--- src/rtl/mem_port_arb.sv ---
// mem_port_arb: round-robin burst arbiter sharing one memory port between N_REQ requesters,
// with an in-order read-tag FIFO for routing returned data. Optional stats: MEM_ARB_STATS_EN.
module mem_port_arb #(
  parameter int N_REQ     = 2,
  parameter int MEM_AW    = 16,
  parameter int MEM_DW    = 32,
  parameter int OUTST     = 4,
  parameter int MAX_BURST = 8
) (
  input  logic                    clk,
  input  logic                    rst,
  input  logic [N_REQ-1:0]        req,
  input  logic [N_REQ-1:0]        write,
  input  logic [N_REQ*MEM_AW-1:0] addr,
  input  logic [N_REQ*MEM_DW-1:0] wdata,
  output logic [N_REQ-1:0]        gnt,
  output logic [N_REQ-1:0]        rd_vld,
  output logic [MEM_DW-1:0]       rd_data,
  output logic                    mem_req,
  output logic                    mem_write,
  output logic [MEM_AW-1:0]       mem_addr,
  output logic [MEM_DW-1:0]       mem_wdata,
  input  logic                    mem_rdata_vld,
  input  logic [MEM_DW-1:0]       mem_rdata,
  output logic                    err
`ifdef MEM_ARB_STATS_EN
  ,
  input  logic [$clog2(N_REQ)-1:0] stat_sel,
  input  logic                     stat_clr,
  output logic [15:0]              stat_gnt,
  output logic [15:0]              stat_wait
`endif
);

  localparam int IW = $clog2(N_REQ);
  localparam int PW = (OUTST > 1) ? $clog2(OUTST) : 1;
  localparam int CW = $clog2(OUTST + 1);
  localparam int BW = $clog2(MAX_BURST + 1);

  typedef enum logic {IDLE = 1'b0, OWN = 1'b1} state_t;

  state_t          state_r, state_nx_s;
  logic [IW-1:0]   owner_r, owner_nx_s, rr_r, rr_nx_s, nxt_owner_s;
  logic [BW-1:0]   burst_r, burst_nx_s;
  logic [IW-1:0]   tag_mem_r [OUTST];
  logic [PW-1:0]   wr_ptr_r, rd_ptr_r;
  logic [CW-1:0]   count_r;
  logic            pop_s, push_s, can_tag_s, gnt_any_s;
  logic [IW-1:0]   gnt_idx_s;
  logic [N_REQ-1:0] elig_s, head_oh_s;
  logic [IW:0]     pick_idle_s, pick_rel_s;

  // First eligible requester scanning upward from start; MSB flags a hit.
  function automatic logic [IW:0] pick(input logic [N_REQ-1:0] elig, input logic [IW-1:0] start);
    logic [IW:0]   res;
    logic [IW-1:0] idx;
    int            k;
    res = '0;
    for (int i = N_REQ - 1; i >= 0; i--) begin
      k   = int'(start) + i;
      k   = (k >= N_REQ) ? k - N_REQ : k;
      idx = IW'(k);
      res = elig[idx] ? {1'b1, idx} : res;
    end
    return res;
  endfunction

  assign pop_s       = mem_rdata_vld && (count_r != '0);
  assign can_tag_s   = (count_r != CW'(OUTST)) || pop_s;
  assign nxt_owner_s = (owner_r == IW'(N_REQ - 1)) ? '0 : owner_r + 1'b1;
  assign pick_idle_s = pick(elig_s, rr_r);
  assign pick_rel_s  = pick(elig_s, nxt_owner_s);
  assign push_s      = gnt_any_s && !write[gnt_idx_s];

  // Eligibility, grant one-hot and FIFO head decode.
  always_comb begin
    elig_s    = '0;
    gnt       = '0;
    head_oh_s = '0;
    for (int r = 0; r < N_REQ; r++) begin
      elig_s[r]    = req[r] && (write[r] || can_tag_s);
      gnt[r]       = gnt_any_s && (gnt_idx_s == IW'(r));
      head_oh_s[r] = (tag_mem_r[rd_ptr_r] == IW'(r));
    end
  end

  // Arbitration FSM next-state and combinational grant.
  always_comb begin
    state_nx_s = state_r;
    owner_nx_s = owner_r;
    rr_nx_s    = rr_r;
    burst_nx_s = burst_r;
    gnt_any_s  = 1'b0;
    gnt_idx_s  = owner_r;
    if (rst) begin
      gnt_any_s = 1'b0;
    end else begin
      case (state_r)
        IDLE: begin
          if (pick_idle_s[IW]) begin
            gnt_any_s  = 1'b1;
            gnt_idx_s  = pick_idle_s[IW-1:0];
            owner_nx_s = pick_idle_s[IW-1:0];
            state_nx_s = OWN;
            burst_nx_s = BW'(1);
          end else begin
            state_nx_s = IDLE;
          end
        end
        OWN: begin
          if (!req[owner_r]) begin
            // Owner dropped: rotate, then re-arbitrate in the same cycle.
            rr_nx_s = nxt_owner_s;
            if (pick_rel_s[IW]) begin
              gnt_any_s  = 1'b1;
              gnt_idx_s  = pick_rel_s[IW-1:0];
              owner_nx_s = pick_rel_s[IW-1:0];
              burst_nx_s = BW'(1);
            end else begin
              state_nx_s = IDLE;
              burst_nx_s = '0;
            end
          end else if (elig_s[owner_r]) begin
            gnt_any_s = 1'b1;
            if ((burst_r + BW'(1)) == BW'(MAX_BURST)) begin
              state_nx_s = IDLE;
              rr_nx_s    = nxt_owner_s;
              burst_nx_s = '0;
            end else begin
              burst_nx_s = burst_r + BW'(1);
            end
          end else begin
            burst_nx_s = burst_r;
          end
        end
        default: state_nx_s = IDLE;
      endcase
    end
  end

  // FSM state and registered memory-port drive.
  always_ff @(posedge clk or posedge rst) begin
    if (rst) begin
      state_r   <= IDLE;
      owner_r   <= '0;
      rr_r      <= '0;
      burst_r   <= '0;
      mem_req   <= 1'b0;
      mem_write <= 1'b0;
      mem_addr  <= '0;
      mem_wdata <= '0;
    end else begin
      state_r   <= state_nx_s;
      owner_r   <= owner_nx_s;
      rr_r      <= rr_nx_s;
      burst_r   <= burst_nx_s;
      mem_req   <= gnt_any_s;
      mem_write <= gnt_any_s && write[gnt_idx_s];
      if (gnt_any_s) begin
        mem_addr  <= addr[gnt_idx_s*MEM_AW +: MEM_AW];
        mem_wdata <= wdata[gnt_idx_s*MEM_DW +: MEM_DW];
      end
    end
  end

  // Read-tag FIFO, read-data routing and sticky error.
  always_ff @(posedge clk or posedge rst) begin
    if (rst) begin
      for (int i = 0; i < OUTST; i++) tag_mem_r[i] <= '0;
      wr_ptr_r <= '0;
      rd_ptr_r <= '0;
      count_r  <= '0;
      rd_vld   <= '0;
      rd_data  <= '0;
      err      <= 1'b0;
    end else begin
      if (push_s) begin
        tag_mem_r[wr_ptr_r] <= gnt_idx_s;
        wr_ptr_r            <= wr_ptr_r + 1'b1;
      end
      if (pop_s) begin
        rd_ptr_r <= rd_ptr_r + 1'b1;
        rd_data  <= mem_rdata;
      end
      case ({push_s, pop_s})
        2'b10:   count_r <= count_r + 1'b1;
        2'b01:   count_r <= count_r - 1'b1;
        default: count_r <= count_r;
      endcase
      rd_vld <= pop_s ? head_oh_s : '0;
      if (mem_rdata_vld && (count_r == '0)) err <= 1'b1;
    end
  end

`ifdef MEM_ARB_STATS_EN
  logic [15:0] stat_gnt_r  [N_REQ];
  logic [15:0] stat_wait_r [N_REQ];

  // Saturating per-requester grant and wait counters; clear wins.
  always_ff @(posedge clk or posedge rst) begin
    if (rst) begin
      for (int r = 0; r < N_REQ; r++) begin
        stat_gnt_r[r]  <= 16'd0;
        stat_wait_r[r] <= 16'd0;
      end
    end else begin
      for (int r = 0; r < N_REQ; r++) begin
        if (stat_clr) begin
          stat_gnt_r[r]  <= 16'd0;
          stat_wait_r[r] <= 16'd0;
        end else begin
          if (gnt[r] && (stat_gnt_r[r] != 16'hFFFF)) stat_gnt_r[r] <= stat_gnt_r[r] + 16'd1;
          if (req[r] && !gnt[r] && (stat_wait_r[r] != 16'hFFFF)) stat_wait_r[r] <= stat_wait_r[r] + 16'd1;
        end
      end
    end
  end

  assign stat_gnt  = stat_gnt_r[stat_sel];
  assign stat_wait = stat_wait_r[stat_sel];
`endif

endmodule

--- config.mk ---
export PLATFORM = sky130hd
export DESIGN_NAME = mem_port_arb
export DESIGN_NICKNAME = d
export VERILOG_FILES = /design/src/rtl/mem_port_arb.sv
export SDC_FILE = /design/constraint.sdc
export NUM_CORES = 1
export LEC_CHECK = 0
export ABC_AREA = 1
export CAP_MARGIN = 15
export CELL_PAD_IN_SITES_DETAIL_PLACEMENT = 0
export CELL_PAD_IN_SITES_GLOBAL_PLACEMENT = 1
export CORE_MARGIN = 1.5
export CORE_UTILIZATION = 29
export CTS_CLUSTER_SIZE = 30
export DETAILED_ROUTE_END_ITERATION = 8
export PLACE_DENSITY = 0.86
export SLEW_MARGIN = 30
export SYNTH_ARGS = -nofsm -noshare
export SYNTH_HDL_FRONTEND = slang
export SYNTH_SLANG_ARGS = --single-unit
export TNS_END_PERCENT = 10
--- constraint.sdc ---
create_clock -name clk -period 9.8 [get_ports clk]
set_input_delay 2.94 -clock clk [delete_from_list [all_inputs] [get_ports clk]]
set_output_delay 2.94 -clock clk [all_outputs]
set_load 0.05 [all_outputs]
# Word level (Yosys, flattened, before mapping)
# Cells that the tools add are included.
[totals]
regBits = 103
in_bits = 135
out_inout_bits = 87
wordCells = 132
[op_classes]
add_sub_neg = 12
magnitude_cmp = 13
eq_ne = 8
n_shift = 2
n_mux = 55
n_bitwise = 6
n_reduce_logical = 18
[op_table]
columns = ["cell", "n"]
rows = [
  ["64-bit by 7-bit indexed part select with 32-bit output", 1],
  ["1-bit 2-to-1 mux", 38],
  ["32-bit by 6-bit indexed part select with 16-bit output", 1],
  ["4-bit 2-to-1 mux", 4],
  ["1-bit by 2-bit less-than comparator with 1-bit output (second input constant)", 6],
  ["2-bit 2-to-1 mux", 5],
  ["1-bit logical AND", 9],
  ["4-bit one-hot mux with 2 select lines", 1],
  ["3-bit >= comparator (second input constant)", 2],
  ["2-bit inverter with 3-bit output", 2],
  ["1-bit one-hot mux with 2 select lines", 3],
  ["3-bit one-hot mux with 2 select lines", 1],
  ["1-bit by 1-bit adder with 2-bit output (second input constant)", 2],
  ["2-bit by 1-bit adder with 2-bit output (second input constant)", 2],
  ["4-bit by 1-bit adder with 4-bit output (second input constant)", 1],
  ["4-bit bitwise mux", 1],
  ["4-bit equality test (second input constant)", 1],
  ["1-bit by 2-bit >= comparator with 1-bit output (second input constant)", 2],
  ["2-bit >= comparator (second input constant)", 2],
  ["2-bit by 1-bit != test with 1-bit output (second input constant)", 2],
  ["1-bit inverter", 4],
  ["4-bit AND reduction", 1],
  ["1-bit subtractor (second input constant)", 4],
  ["3-bit by 1-bit adder with 3-bit output (second input constant)", 1],
  ["16 further kinds", 18],
]

# Depth between registers and ports, before layout
[depth]
ltp_word = 19
mapped_depth = 17
depth_no_buf = 17

# Worst setup path before layout
# No wires, ideal clock.
[synth_path]
path_type = "in2out"
start = "input port rst"
end = "output port gnt[1]"
t_arrival_ps = 6141
required_ps = 6860
path_slack_ps = 719
path_stages = 6
path_buffers = 1
cell_sequence = "inv_1 > nand3_4 > nand2_4 > o21ai_4 > a21oi_2 > buf_2"
[synth_via]
elab_chain_len = 2
elab_cells_between_ends = 3
classes_between = "mux (2); reduce/logical (1)"
[synth_lines]
columns = ["element", "line", "text"]
rows = [
  ["start: declaration", "11", "input logic rst,"],
  ["1-bit 2-to-1 mux", "95", "if (rst) begin"],
  ["1-bit logical AND *", "82", "gnt[r] = gnt_any_s && (gnt_idx_s == IW'(r));"],
  ["end: declaration", "16", "output logic [N_REQ-1:0] gnt,"],
]
# Every way passes the cells marked *; elsewhere a longest branch is shown, timed or not.

# Final worst setup path
# Ends and elaborated chain as after synthesis.

==> results.toml <==
[global_routing]
grt_pass1_vias = 4156
grt_max_degree = 63
grt_pass1_wl_um = 21300
grt_usage = 0.168
grt_overflow_total = 0
antenna_found_initial = 0

[routing]
vias = 4291
vias_per_cell = 4.40
wire_per_inst_um = 14.0
drt_iter0_drc = 178
ant_nets = 0
drc = 0
drt_pre_antenna_iters = 8
routed_wl_um = 13700

[synth]
synthMuxAreaShare = 0
yosysTopAreaCell = "dfrtp_1"
syn_nets = 687
yosysWarningCount = 0
synth_compound_area_frac = 0.0270
synth-async-reset-ratio = 1.00
synth_common_cells = "nand2_1, dfrtp_1, nand3_1"
ys_ff_latch = 103
synth_edf_count = 0
syn_area_um2 = 4590
ys_seq_area_frac = 0.562
synth_cell_types = 29
syn_inst = 544
yosys.area_share.xor_xnor = 0.00954
synth-adder-area-share = 0.0234
synthTopCellsByArea = "dfrtp_1, nand2_1, nand3_1"
synth.most_common_cell = "nand2_1"
synth_simple_gate_area_frac = 0.335
netlist.area_leader.share = 0.562
synth.avg_cell_area_um2 = 8.44
synth_top_family_by_area = "simple AND/OR/NAND/NOR gates"
synth_ff_type = "dfrtp_1"

[clock_tree]
cts_tree = "done"
cts_root_buffer = "clkbuf_16"
clockBufferDepth = 2
worstSkewPairLatency_ps = 350
cts_setup_buffers = 0
hold_buffers = 0
cts.clk_slew.worst_paths_ps = 80
numCtsBuffers = 9
h-tree-depth = 3
clock_sinks = 103
ctsResizeCount = 0

[floorplan]
die_width_um = 129
start_util = 0.300
coreArea_um2 = 15300
ios = 222
die_y_um = 129
rows = 45
die_area_um2 = 16600

[timing]
worstMarginPinSlew_ps = 820
maxSlewViolCount = 0
fmax_mhz = 120
rsz0062_at_grt = "no"
hold_viol_final = 0
setup_tns_ps = 0
slew_headroom = 0.453
hold_slack_ps = 468
finalSetupViolCount = 0
finClkSkew_ps = 8.19
finalCriticalPeriod_ps = 8330
finalCritPeriodShare = 0.850

[final_layout]
layout-drive-gt1-share = 0.0484
diodes = 0
nets = 903
area_delta_synth_final_pct = 58.9

[setup_path]
r2r_cells = 10
start_kind = "input port"
worstPathArrival_ps = 5390
end_kind = "primary output"
worstSetupPathType = "input port to primary output"
required_ps = 6860
cp_max_fo = 43

[hold_path]
hold_path_depth = 1
hp-class = "register to register"

[placed_design]
hpwl_um = 9560
routabilityCongestion = 0.796
io_buffer_count = 221

[power]
peakVddDrop_uv = 162
cellLeakagePower_nw = 3.35
p_per_area_nw_per_um2 = 339

[status]
status = "finished, final reports clean"

[flow_run]
max_cap_viol_count = 0
-- power breakdown --
part / internal, W / switching, W
combinational: 0.000460 / 0.000938
clock: 0.000184 / 0.000169
sequential: 0.000612 / 0.000110
total: 0.00126 / 0.00122
-- flip-flops by register name, indices dropped and copies added (netlist names) --
name / flops
mem_wdata: 32
owner_r: 1
rd_data: 32
rd_vld: 2
mem_write: 1
state_r: 1
count_r: 3
rd_ptr_r: 2
wr_ptr_r: 2
tag_mem_r: 4
mem_addr: 16
burst_r: 4
rr_r: 1
err: 1
mem_req: 1
-- cell usage in the layout (no fill, tap or decap) --
master and instances:
nor2_2 1, clkbuf_16 9, clkdlybuf4s50_1 221, buf_4 6, inv_8 2, o21ai_4 1
nand4_1 10, nand2_4 1, clkinv_4 3, a31o_2 1, inv_4 1, clkinv_1 1
a21oi_4 1, nor2_4 1, a32oi_1 1, nand3_4 1, nand3_2 4, o2111ai_1 1
xor2_1 3, o31ai_1 1, fa_1 1, nand2_1 275, inv_1 17, o21ai_0 3
xnor2_1 2, clkinv_2 1, clkbuf_8 1, o21a_1 2, ha_1 7, nand2_2 3
nand3_1 56, nor2_1 17, a21oi_1 7, dfrtp_1 103
-- worst paths after layout --
kind                             startpoint  slack, ps            to
worst max-delay path                    rst       1470        gnt[1]
worst min-delay path            rd_ptr_r[1]        470   rd_ptr_r[1]
worst max register to register      owner_r       6850    count_r[1]
max in group asynchronous               rst       5490  tag_mem_r[0]
min in group asynchronous               rst       3070       owner_r
worst min register to register  rd_ptr_r[1]        470   rd_ptr_r[1]
-- logic make-up (layout without fill, tap and decap cells) --
group,count (synthesis),after routing
AO/OA/AOI/OAI,18,18
adder cells (fa/ha/maj),8,8
buffers and inverters,41,262
XOR/XNOR,5,5
flip-flops,103,103
AND/OR/NAND/NOR,369,369
-- final cells by class --
| type | instances | area (um^2) |
|---|---|---|
| tap | 211 | 264 |
| clock buffer | 10 | 239 |
| inverter | 19 | 73.8 |
| clock inverter | 6 | 53.8 |
| sequential | 103 | 2580 |
| timing repair buffer | 227 | 2260 |
| multi-input combinational | 400 | 1830 |
| fill | 1476 | 8020 |
-- through the flow --
step	utilization	instance area, um^2	setup slack, ps	power (W)	cells
2_1_floorplan	-	4590	719	0.00165	544
3_3_place_gp	0.457	7000	1460	0.00213	960
3_5_place_dp	0.457	7000	1440	0.00214	960
4_1_cts	0.476	7290	1440	0.00251	976
5_1_grt	0.476	7290	1280	0.00264	976
6_report	0.476	7290	1470	0.00247	976
-- critical path: stages --
cell and delay [ps]:
clkdlybuf4s50_1 500, inv_4 450, nand3_4 160, nand2_4 150, o21ai_4 130, a21oi_4 170, clkdlybuf4s50_1 870
-- per-layer routing --
layer | global-route usage | vias to the layer above | routed length, um
met3 | 0.0686 | 13 | 1440
met4 | 0.0542 | 0 | 216
met2 | 0.280 | 173 | 6120
li1 | - | 2150 | -
met1 | 0.197 | 1955 | 5910
met5 | 0 | - | 0
Note: power is estimated with default switching activity, not from simulation.
